<file path="src/rtl/uart_rx_fc_if.sv">
// Byte stream carried out of the UART receiver.
// Handshake: a byte transfers on any clk edge where tvalid and tready are both 1;
// tdata is stable while tvalid is 1, and tvalid never waits on tready.
interface uart_rx_fc_if;
  logic [7:0] tdata;
  logic       tvalid;
  logic       tready;

  modport master (output tdata, output tvalid, input tready);
  modport slave  (input tdata, input tvalid, output tready);
endinterface

</file>
<file path="src/rtl/uart_rx_fc.sv">
// 8N1 UART receiver with receive FIFO, AXI-Stream output and RTS flow control.
// Bytes cross to the consumer through a first-word-fall-through circular buffer.
module uart_rx_fc #(
  parameter int CLKS_PER_BIT  = 868,
  parameter int FIFO_DEPTH    = 16,
  parameter int RTS_THRESHOLD = 12
) (
  input  logic                          clk,
  input  logic                          rst,
  input  logic                          rxd,
  output logic                          rtsn,
  uart_rx_fc_if.master                  m_axis,
  output logic                          frame_err,
  output logic                          overrun,
  output logic [$clog2(FIFO_DEPTH):0]   fifo_count,
  output logic [2:0]                    dbg_state
);

  localparam int PW = $clog2(FIFO_DEPTH);
  localparam int CW = PW + 1;
  localparam logic [15:0] HALF_LOAD = 16'(CLKS_PER_BIT / 2 - 1);
  localparam logic [15:0] BIT_LOAD  = 16'(CLKS_PER_BIT - 1);

  typedef enum logic [2:0] {
    S_IDLE  = 3'd0,
    S_START = 3'd1,
    S_DATA  = 3'd2,
    S_STOP  = 3'd3,
    S_BREAK = 3'd4
  } state_t;

  logic          rxd_meta_q, rxd_s_q;
  state_t        state_q;
  logic [15:0]   timer_q;
  logic [2:0]    bit_idx_q;
  logic [7:0]    shift_q;
  logic          frame_err_q, overrun_q;

  logic [7:0]    mem [FIFO_DEPTH];
  logic [PW-1:0] wr_ptr_q, wr_ptr_d, rd_ptr_q, rd_ptr_d;
  logic [CW-1:0] count_q, count_d;
  logic [7:0]    tdata_q, tdata_d;
  logic          rtsn_q;

  logic tick_done, pop, push_ok, push;

  always_ff @(posedge clk or posedge rst) begin
    if (rst) begin
      rxd_meta_q <= 1'b1;
      rxd_s_q    <= 1'b1;
    end else begin
      rxd_meta_q <= rxd;
      rxd_s_q    <= rxd_meta_q;
    end
  end

  assign tick_done = (timer_q == 16'd0);
  assign pop       = (count_q != '0) && m_axis.tready;
  assign push_ok   = (count_q < CW'(FIFO_DEPTH)) || pop;
  assign push      = (state_q == S_STOP) && tick_done && rxd_s_q && push_ok;

  // Timer counts down to zero; each sample point reloads it for the next one.
  always_ff @(posedge clk or posedge rst) begin
    if (rst) begin
      state_q     <= S_IDLE;
      timer_q     <= 16'd0;
      bit_idx_q   <= 3'd0;
      shift_q     <= 8'h00;
      frame_err_q <= 1'b0;
      overrun_q   <= 1'b0;
    end else begin
      frame_err_q <= 1'b0;
      overrun_q   <= 1'b0;
      case (state_q)
        S_IDLE: begin
          if (!rxd_s_q) begin
            state_q <= S_START;
            timer_q <= HALF_LOAD;
          end
        end
        S_START: begin
          if (tick_done) begin
            if (rxd_s_q) begin
              state_q <= S_IDLE;
            end else begin
              state_q   <= S_DATA;
              timer_q   <= BIT_LOAD;
              bit_idx_q <= 3'd0;
            end
          end else begin
            timer_q <= timer_q - 16'd1;
          end
        end
        S_DATA: begin
          if (tick_done) begin
            shift_q[bit_idx_q] <= rxd_s_q;
            timer_q            <= BIT_LOAD;
            bit_idx_q          <= bit_idx_q + 3'd1;
            if (bit_idx_q == 3'd7) state_q <= S_STOP;
          end else begin
            timer_q <= timer_q - 16'd1;
          end
        end
        S_STOP: begin
          if (tick_done) begin
            if (!rxd_s_q) begin
              frame_err_q <= 1'b1;
              state_q     <= S_BREAK;
            end else begin
              overrun_q <= !push_ok;
              state_q   <= S_IDLE;
            end
          end else begin
            timer_q <= timer_q - 16'd1;
          end
        end
        S_BREAK: begin
          if (rxd_s_q) state_q <= S_IDLE;
        end
        default: state_q <= S_IDLE;
      endcase
    end
  end

  // Next head: a byte pushed into an empty (or draining-to-empty) FIFO bypasses mem.
  always_comb begin
    wr_ptr_d = wr_ptr_q + PW'(push);
    rd_ptr_d = rd_ptr_q + PW'(pop);
    count_d  = count_q + CW'(push) - CW'(pop);
    tdata_d  = tdata_q;
    if (count_d != '0) begin
      if (push && (rd_ptr_d == wr_ptr_q)) tdata_d = shift_q;
      else                                tdata_d = mem[rd_ptr_d];
    end
  end

  always_ff @(posedge clk) begin
    if (push) mem[wr_ptr_q] <= shift_q;
  end

  always_ff @(posedge clk or posedge rst) begin
    if (rst) begin
      wr_ptr_q <= '0;
      rd_ptr_q <= '0;
      count_q  <= '0;
      tdata_q  <= 8'h00;
      rtsn_q   <= 1'b1;
    end else begin
      wr_ptr_q <= wr_ptr_d;
      rd_ptr_q <= rd_ptr_d;
      count_q  <= count_d;
      tdata_q  <= tdata_d;
      rtsn_q   <= (count_d >= CW'(RTS_THRESHOLD));
    end
  end

  assign m_axis.tdata  = tdata_q;
  assign m_axis.tvalid = (count_q != '0);
  assign rtsn          = rtsn_q;
  assign frame_err     = frame_err_q;
  assign overrun       = overrun_q;
  assign fifo_count    = count_q;
  assign dbg_state     = state_q;

endmodule

</file>
<file path="src/flat_wrapper.sv">
// flat-port wrapper written by rule: the top's interface ports become plain ports
module uart_rx_fc_flat 
#(
  parameter int CLKS_PER_BIT  = 868,
  parameter int FIFO_DEPTH    = 16,
  parameter int RTS_THRESHOLD = 12
)
  (clk, rst, rxd, rtsn, frame_err, overrun, fifo_count, dbg_state, m_axis_tdata, m_axis_tvalid, m_axis_tready);
  uart_rx_fc_if m_axis_i ();
  input  logic clk;
  input  logic rst;
  input  logic rxd;
  output logic rtsn;
  output logic frame_err;
  output logic overrun;
  output logic [$clog2(FIFO_DEPTH):0] fifo_count;
  output logic [2:0] dbg_state;
  output wire logic [$bits(m_axis_i.tdata)-1:0] m_axis_tdata;
  output wire logic [$bits(m_axis_i.tvalid)-1:0] m_axis_tvalid;
  input wire logic [$bits(m_axis_i.tready)-1:0] m_axis_tready;
  assign m_axis_tdata = m_axis_i.tdata;
  assign m_axis_tvalid = m_axis_i.tvalid;
  assign m_axis_i.tready = m_axis_tready;
  uart_rx_fc #(.CLKS_PER_BIT(CLKS_PER_BIT), .FIFO_DEPTH(FIFO_DEPTH), .RTS_THRESHOLD(RTS_THRESHOLD)) u_core (.clk(clk), .rst(rst), .rxd(rxd), .rtsn(rtsn), .m_axis(m_axis_i), .frame_err(frame_err), .overrun(overrun), .fifo_count(fifo_count), .dbg_state(dbg_state));
endmodule
</file>
<file path="config.mk">
export PLATFORM = sky130hd
export DESIGN_NAME = uart_rx_fc_flat
export DESIGN_NICKNAME = d
export VERILOG_FILES = /design/src/rtl/uart_rx_fc_if.sv /design/src/rtl/uart_rx_fc.sv /design/src/flat_wrapper.sv
export SDC_FILE = /design/constraint.sdc
export NUM_CORES = 1
export LEC_CHECK = 0
export BUFFER_PORTS_ARGS = -buffer_cell sky130_fd_sc_hd__buf_2
export CORE_ASPECT_RATIO = 1.75
export CORE_MARGIN = 2
export CORE_UTILIZATION = 60
export CTS_CLUSTER_SIZE = 16
export DETAILED_ROUTE_END_ITERATION = 12
export GPL_TIMING_DRIVEN = 0
export MAX_ROUTING_LAYER = met4
export PLACE_DENSITY = 0.79
export SETUP_SLACK_MARGIN = 0.3
export SYNTH_ARGS = -nofsm -noshare
export SYNTH_HDL_FRONTEND = slang
export SYNTH_SLANG_ARGS = --single-unit
</file>
<file path="constraint.sdc">
create_clock -name clk -period 4.8 [get_ports clk]
set_input_delay 0.48 -clock clk [delete_from_list [all_inputs] [get_ports clk]]
set_output_delay 0.48 -clock clk [all_outputs]
set_load 0.01 [all_outputs]
</file>
# == Yosys cells after proc, flatten, opt, wreduce, memory -nomap -nowiden ==
# Memory sizes are Yosys's and may differ from the RTL's. A register that Yosys moved wholly into a read port is not among the register bits.
# Index checks and enable logic that the tools add are counted.
# W data, S select, Z words.
# word_totals
n_memories,1
reg_bits,48
output_inout_bits,20
ramBits,128
# op_classes
mux,30
order_cmp,4
reduce_logical,17
n_eq_ne,14
addsub,6
# memory_table
memory,depth,word_bits,read_ports,rd_clocked_by_memory_dff,wr,line_no,text
u_core.mem,16,8,1,1,1,uart_rx_fc.sv:39,logic [7:0] mem [FIFO_DEPTH];
# ops
op,n
$mux W16,5
$pmux W16 S4,1
$mux W3,10
$logic_not A16 Y1,1
$sub A16 B1 Y16 const B,1
$pmux W3 S5,1
$ne A2 B1 Y1 const B,5
$reduce_bool A5 Y1,2
$mux W1,9
$add A4 B1 Y4,2
$bwmux W8,1
$reduce_and A4 Y1,2
$eq A3 B2 Y1 const B,2
$eq A3 B3 Y1 const B,2
$ne A2 B2 Y1 const B,3
$pmux W3 S2,1
$reduce_and A6 Y1,1
$add A5 B1 Y5,1
$ge A5 B4 Y1 const B,1
$logic_and A1 B1 Y1,5
$lt A5 B5 Y1 const B,1
$sub A5 B1 Y5,1
$lt A3 B4 Y1 const B,1
$reduce_bool A4 Y1,1
other kinds (11),11

# == Longest topological paths before layout ==
# depth
word_depth,7
ltp_mapped,15
ltp_nobuf,14

# == Least setup slack after synthesis ==
# Ideal clock, no wire load.
# synth_timing
path_type,reg2reg
start,register u_core.timer_q[0]
end,"register u_core.tdata_q[0] (netlist: u_core.m_axis.tdata[0]), read port of u_core.mem"
required_ns,4.673
stages_incl_launch_ff,14
setup_ns,0.127
path_slack_ns,1.079
n_path_buf,0
synth_period_minus_slack_ns,3.721
t_arrival_ns,3.594
cell_sequence,dfrtp_1 inv_1 ha_1 nor4b_2 nand4_1 nor2_1 ha_1 inv_1 fa_1 inv_1 or4b_1 mux2i_1 nand2_1 a2bb2oi_1
# synth_between
elab_chain_len,7
# synth_lines
element,line_no,text
"start, declared",uart_rx_fc.sv:34,logic [15:0] timer_q;
"start signal, assigned",uart_rx_fc.sv:91,timer_q <= timer_q - 16'd1;
"start signal, assigned",uart_rx_fc.sv:101,timer_q <= timer_q - 16'd1;
"start signal, assigned",uart_rx_fc.sv:114,timer_q <= timer_q - 16'd1;
$logic_not A16 Y1,uart_rx_fc.sv:57,assign tick_done = (timer_q == 16'd0);
$logic_and A1 B1 Y1 (3 in series),uart_rx_fc.sv:60,assign push = (state_q == S_STOP) && tick_done && rxd_s_q && push_ok;
$add A5 B1 Y5,uart_rx_fc.sv:129,count_d = count_q + CW'(push) - CW'(pop);
$sub A5 B1 Y5,uart_rx_fc.sv:129,
via u_core.count_d[1],uart_rx_fc.sv:41,"logic [CW-1:0] count_q, count_d;"
$reduce_bool A5 Y1,uart_rx_fc.sv:131,if (count_d != '0) begin
"end, declared",uart_rx_fc.sv:42,"logic [7:0] tdata_q, tdata_d;"
# The timed path passes the listed nets, and every way through them passes these cells.
# A chain may end at the register's enable or synchronous reset.

# == Worst setup path after layout ==
# layout_timing
start,register u_core.timer_q[0]
end,"register u_core.tdata_q[4] (netlist: u_core.m_axis.tdata[4]), read port of u_core.mem"
# layout_between
elab_chain_len,7
# layout_lines
element,line_no
$logic_not A16 Y1,uart_rx_fc.sv:57
$logic_and A1 B1 Y1 (3 in series),uart_rx_fc.sv:60
$add A5 B1 Y5,uart_rx_fc.sv:129
$sub A5 B1 Y5,uart_rx_fc.sv:129
$reduce_bool A5 Y1,uart_rx_fc.sv:131
# Every way passes these cells.

==> metrics.md <==
| Metric | Value |
|---|---|
| Outcome | finished clean |
| Detail Route met2 WL | between 9000 and 10000 um |
| Combinational fraction of design power | 25.0% |
| FMAX | 240 MHz |
| Power density over cell area | roughly 490 nW/um2 |
| Sw frac | between 20% and 30% |
| First-pass detailed-route iteration total | 5 |
| Tmin final | ~4.2 ns |
| H-tree levels | 4 |
| Antenna diodes | 0 |
| Critical path's slowest cell | or4b_1 |
| Final number of max-transition violations | 0 |
| Total track usage | approximately a quarter |
| Clock root cell | clkbuf_16 |
| Post-synth net total | ~530 |
| Io pins | 24 |
| Initial DRC count | roughly 310 |
| Final GP Congestion | ~0.87 |
| Synth Register Bits | approximately 180 |
| Netlist cell types | between 50 and 60 |
| Top Metal Used | met4 |
| Final TNS setup | 0 ns |
| DP Area | 8340 um2 |
| First-pass GRT wire length | roughly 26000 um |
| Synth warnings | 0 |
| Worst-path clk slew | about 0.07 ns |
| CP endpoint kind | register |
| Final hold violation count | 0 |
| CP Data Required Time | about 5.1 ns |
| Pin count of the biggest net entering global routing | 45 |
| Layout cells sized above 1 | roughly a fifth |
| Initial antenna violation count | 0 |
| Clk pwr share | between 30% and 40% |
| Crit path cell chain | inv_1, ha_1, nor4b_2, nand4_1, buf_4, nor2_4, ha_1, inv_1, fa_1, xor2_1, or4b_1, mux2i_2, nand2_1, a2bb2oi_1 |
| Clock insertion delay at the later pin of the skew report | between 0.4 and 0.5 ns |
| Area grow syn2layout | 12.7% |
| Nets@finish | between 500 and 600 |
| Flop pwr share | a little over two fifths |
| Sequential fraction of the synthesis area | roughly 66% |
| Worst setup SP type | register |
| Max stage delay on crit path | between 0.4 and 0.5 ns |
| Critical Path Fanout Max | 9 |
| Post-Synthesis Cell Area | 7990 um2 |
| Port bufs | 23 |
| Ys async rst share | just over 30% |
| DRC | 0 |
| Dpl hpwl | 11400 um |
| Maximum vdd drop | around 600 uV |
| Number of synthesized flops with an enable pin | about 130 |
| Avg Vias per Cell | 6.22 |
| Finish-stage setup viols | 0 |
| FP Rows | 55 |
| Util after Layout | a little over two thirds |
| Die width | approximately 91 um |
| Longest Clk Path Bufs | 2 |
| TritonCTS Sinks | 184 |
| Worst hold path class | in -> reg |
| WS Path Type | reg -> reg |
| Routed wire length | between 15000 and 20000 um |
| Die height | roughly 160 um |
| Wl on met1 | roughly 6000 um |
| Detail Route Antenna Nets | 0 |
| DR WL/cell | ~22 um |
| Final worst hold slack | approximately 0.15 ns |
| Max cap viols | 0 |
| Die footprint | around 14000 um2 |
| Post-route clock skew | between 0.008 and 0.009 ns |
| Fin crit share | 86.9% |
| Slew HR | between 10% and 20% |
| Initial Util | approximately three fifths |
| Vias in the first global route | approximately 5000 |
| Synth Flop Type | edfxtp_1 |
| Worst-Margin Slew | roughly 1.3 ns |
| Leak Pwr | approximately 3.7 nW |
| Post-route cell area | around 9000 um2 |
| RSZ-0062 raised after global routing | false |
| Core footprint | about 13000 um2 |
| P_sw | roughly 1.3 mW |
| Syn Inst Count | 514 |
| Internal Power | roughly 3.1 mW |
| Cts bufs inserted | 17 |
| Synthesized area per cell | roughly 16 um2 |
| CP arrival | between 4 and 5 ns |
| Overflow after GRT | 0 |
| DR WL met3 | around 490 um |
| Final Power | 4.39 mW |
| DR vias | about 4600 |
| CTS tree | yes |
-- cell families after synthesis --
kind of cell             share of synthesized area [%]
AO/OA/AOI/OAI                                     5.45
XOR/XNOR                                          1.90
adder cells (fa/ha/maj)                           2.29
buffers and inverters                             2.18
flip-flops                                        65.7
multiplexers                                      13.5
AND/OR/NAND/NOR                                   8.94
-- cells in the final DEF (no fill, tap or decap), drive strengths merged, types with 3 or more instances in the layout --
| cell | Yosys | final |
|---|---|---|
| nand2b | 8 | 8 |
| a2bb2oi | 8 | 8 |
| xnor2 | 4 | 4 |
| ha | 13 | 13 |
| mux4 | 32 | 32 |
| a22oi | 9 | 9 |
| dfstp | 3 | 3 |
| nor4 | 4 | 4 |
| clkinv | 0 | 4 |
| a21oi | 17 | 17 |
| inv | 17 | 21 |
| xor2 | 8 | 8 |
| edfxtp | 128 | 128 |
| nor2 | 27 | 27 |
| mux2i | 26 | 26 |
| nand3 | 9 | 9 |
| and3 | 5 | 5 |
| or4 | 7 | 7 |
| or3 | 6 | 6 |
| clkbuf | 10 | 27 |
| dfrtp | 53 | 53 |
| nand4 | 3 | 3 |
| a211oi | 3 | 3 |
| nand2 | 31 | 31 |
| nor3 | 13 | 13 |
| mux2 | 9 | 9 |
| o31ai | 6 | 6 |
| nor2b | 3 | 3 |
| and4 | 3 | 3 |
| o211ai | 3 | 3 |
| buf | 13 | 40 |
| o21ai | 9 | 9 |
| bufinv | 0 | 4 |
-- power by group through the flow --
stage               clock network (mW)  registers [mW]  logic [mW]
floorplan                            0            1.87       0.803
global placement                     0            1.85        1.06
detailed placement                   0            1.86        1.10
CTS                               1.47            1.83        1.12
global route                      1.53            1.84        1.19
finish                            1.46            1.83        1.10
-- through the flow --
| stage | instances | setup slack, ns |
|---|---|---|
| 3_5_place_dp | 709 | 0.0283 |
| 3_3_place_gp | 708 | 0.235 |
| 5_1_grt | 744 | 0.364 |
| 2_1_floorplan | 514 | 1.08 |
| 4_1_cts | 741 | 0.344 |
| 6_report | 744 | 0.627 |
-- flip-flops by register name, indices dropped and copies added, names as in the netlist, 3 cells and up --
register	cells
u_core.rd_ptr_q	4
u_core.dbg_state	3
u_core.mem	128
u_core.shift_q	8
u_core.timer_q	16
u_core.fifo_count	5
u_core.bit_idx_q	3
u_core.m_axis.tdata	8
u_core.wr_ptr_q	4
-- final timing paths --
kind / from / end / slack, ns / cells after the start
setup / recovery: u_core.timer_q[0] / u_core.m_axis.tdata[4] / 0.63 / 14
max in group asynchronous: rst / u_core.rxd_s_q / 3.69 / 4
hold reg to reg: u_core.rxd_meta_q / u_core.rxd_s_q / 0.36 / 0
setup reg to reg: u_core.timer_q[0] / u_core.m_axis.tdata[4] / 0.63 / 14
hold / removal: rxd / u_core.rxd_meta_q / 0.15 / 1
min in group asynchronous: rst / u_core.fifo_count[3] / 0.55 / 3
-- synthesized netlist by cell type (9+ instances only) --
library cell	instances	area [um2]
mux2i_1	26	260
dfrtp_1	53	1330
inv_1	17	63.8
nor2_1	27	101
a22oi_1	9	67.6
a21oi_1	17	85.1
mux4_2	32	721
ha_1	13	163
nand2_1	31	116
edfxtp_1	128	3840
clkbuf_1	10	37.5
nor3_1	12	60.1
nand3_1	9	45.0
-- metal layers --
layer	up-vias	track usage (%)
met4	0	14.5
li1	2085	-
met2	128	44.7
met3	57	3.61
met5	-	-
met1	2358	26.1
-- cell type report --
cell class | instances | area, um2
clock inverters | 14 | 195
plain buffers | 23 | 110
flip-flops and latches | 184 | 5250
multi-input cells | 290 | 2580
clock buffers | 17 | 425
fillers | 885 | 3940
well taps | 171 | 214
inverters | 17 | 63.8
repair buffers | 28 | 168
-- worst max-delay path: cells and delay by family (launching register included) --
kind,cells,cell delay [ns]
buffers and inverters,3,0.44
adders and majority gates,3,0.83
and+or+nand+nor,5,1.44
xor gates and xnor gates,1,0.25
AOI/OAI and AO/OA,1,0.21
DFF,1,0.44
muxes,1,0.45
-- timing repair --
action,in CTS,in global routing
endpoints found under the setup margin,8,8
hold buffers,1,0
pin swaps,0,1
gates resized for setup,3,0
buffers inserted,0,3
endpoints found under the hold margin,8,0
Note: power is estimated with default switching activity, not from simulation.
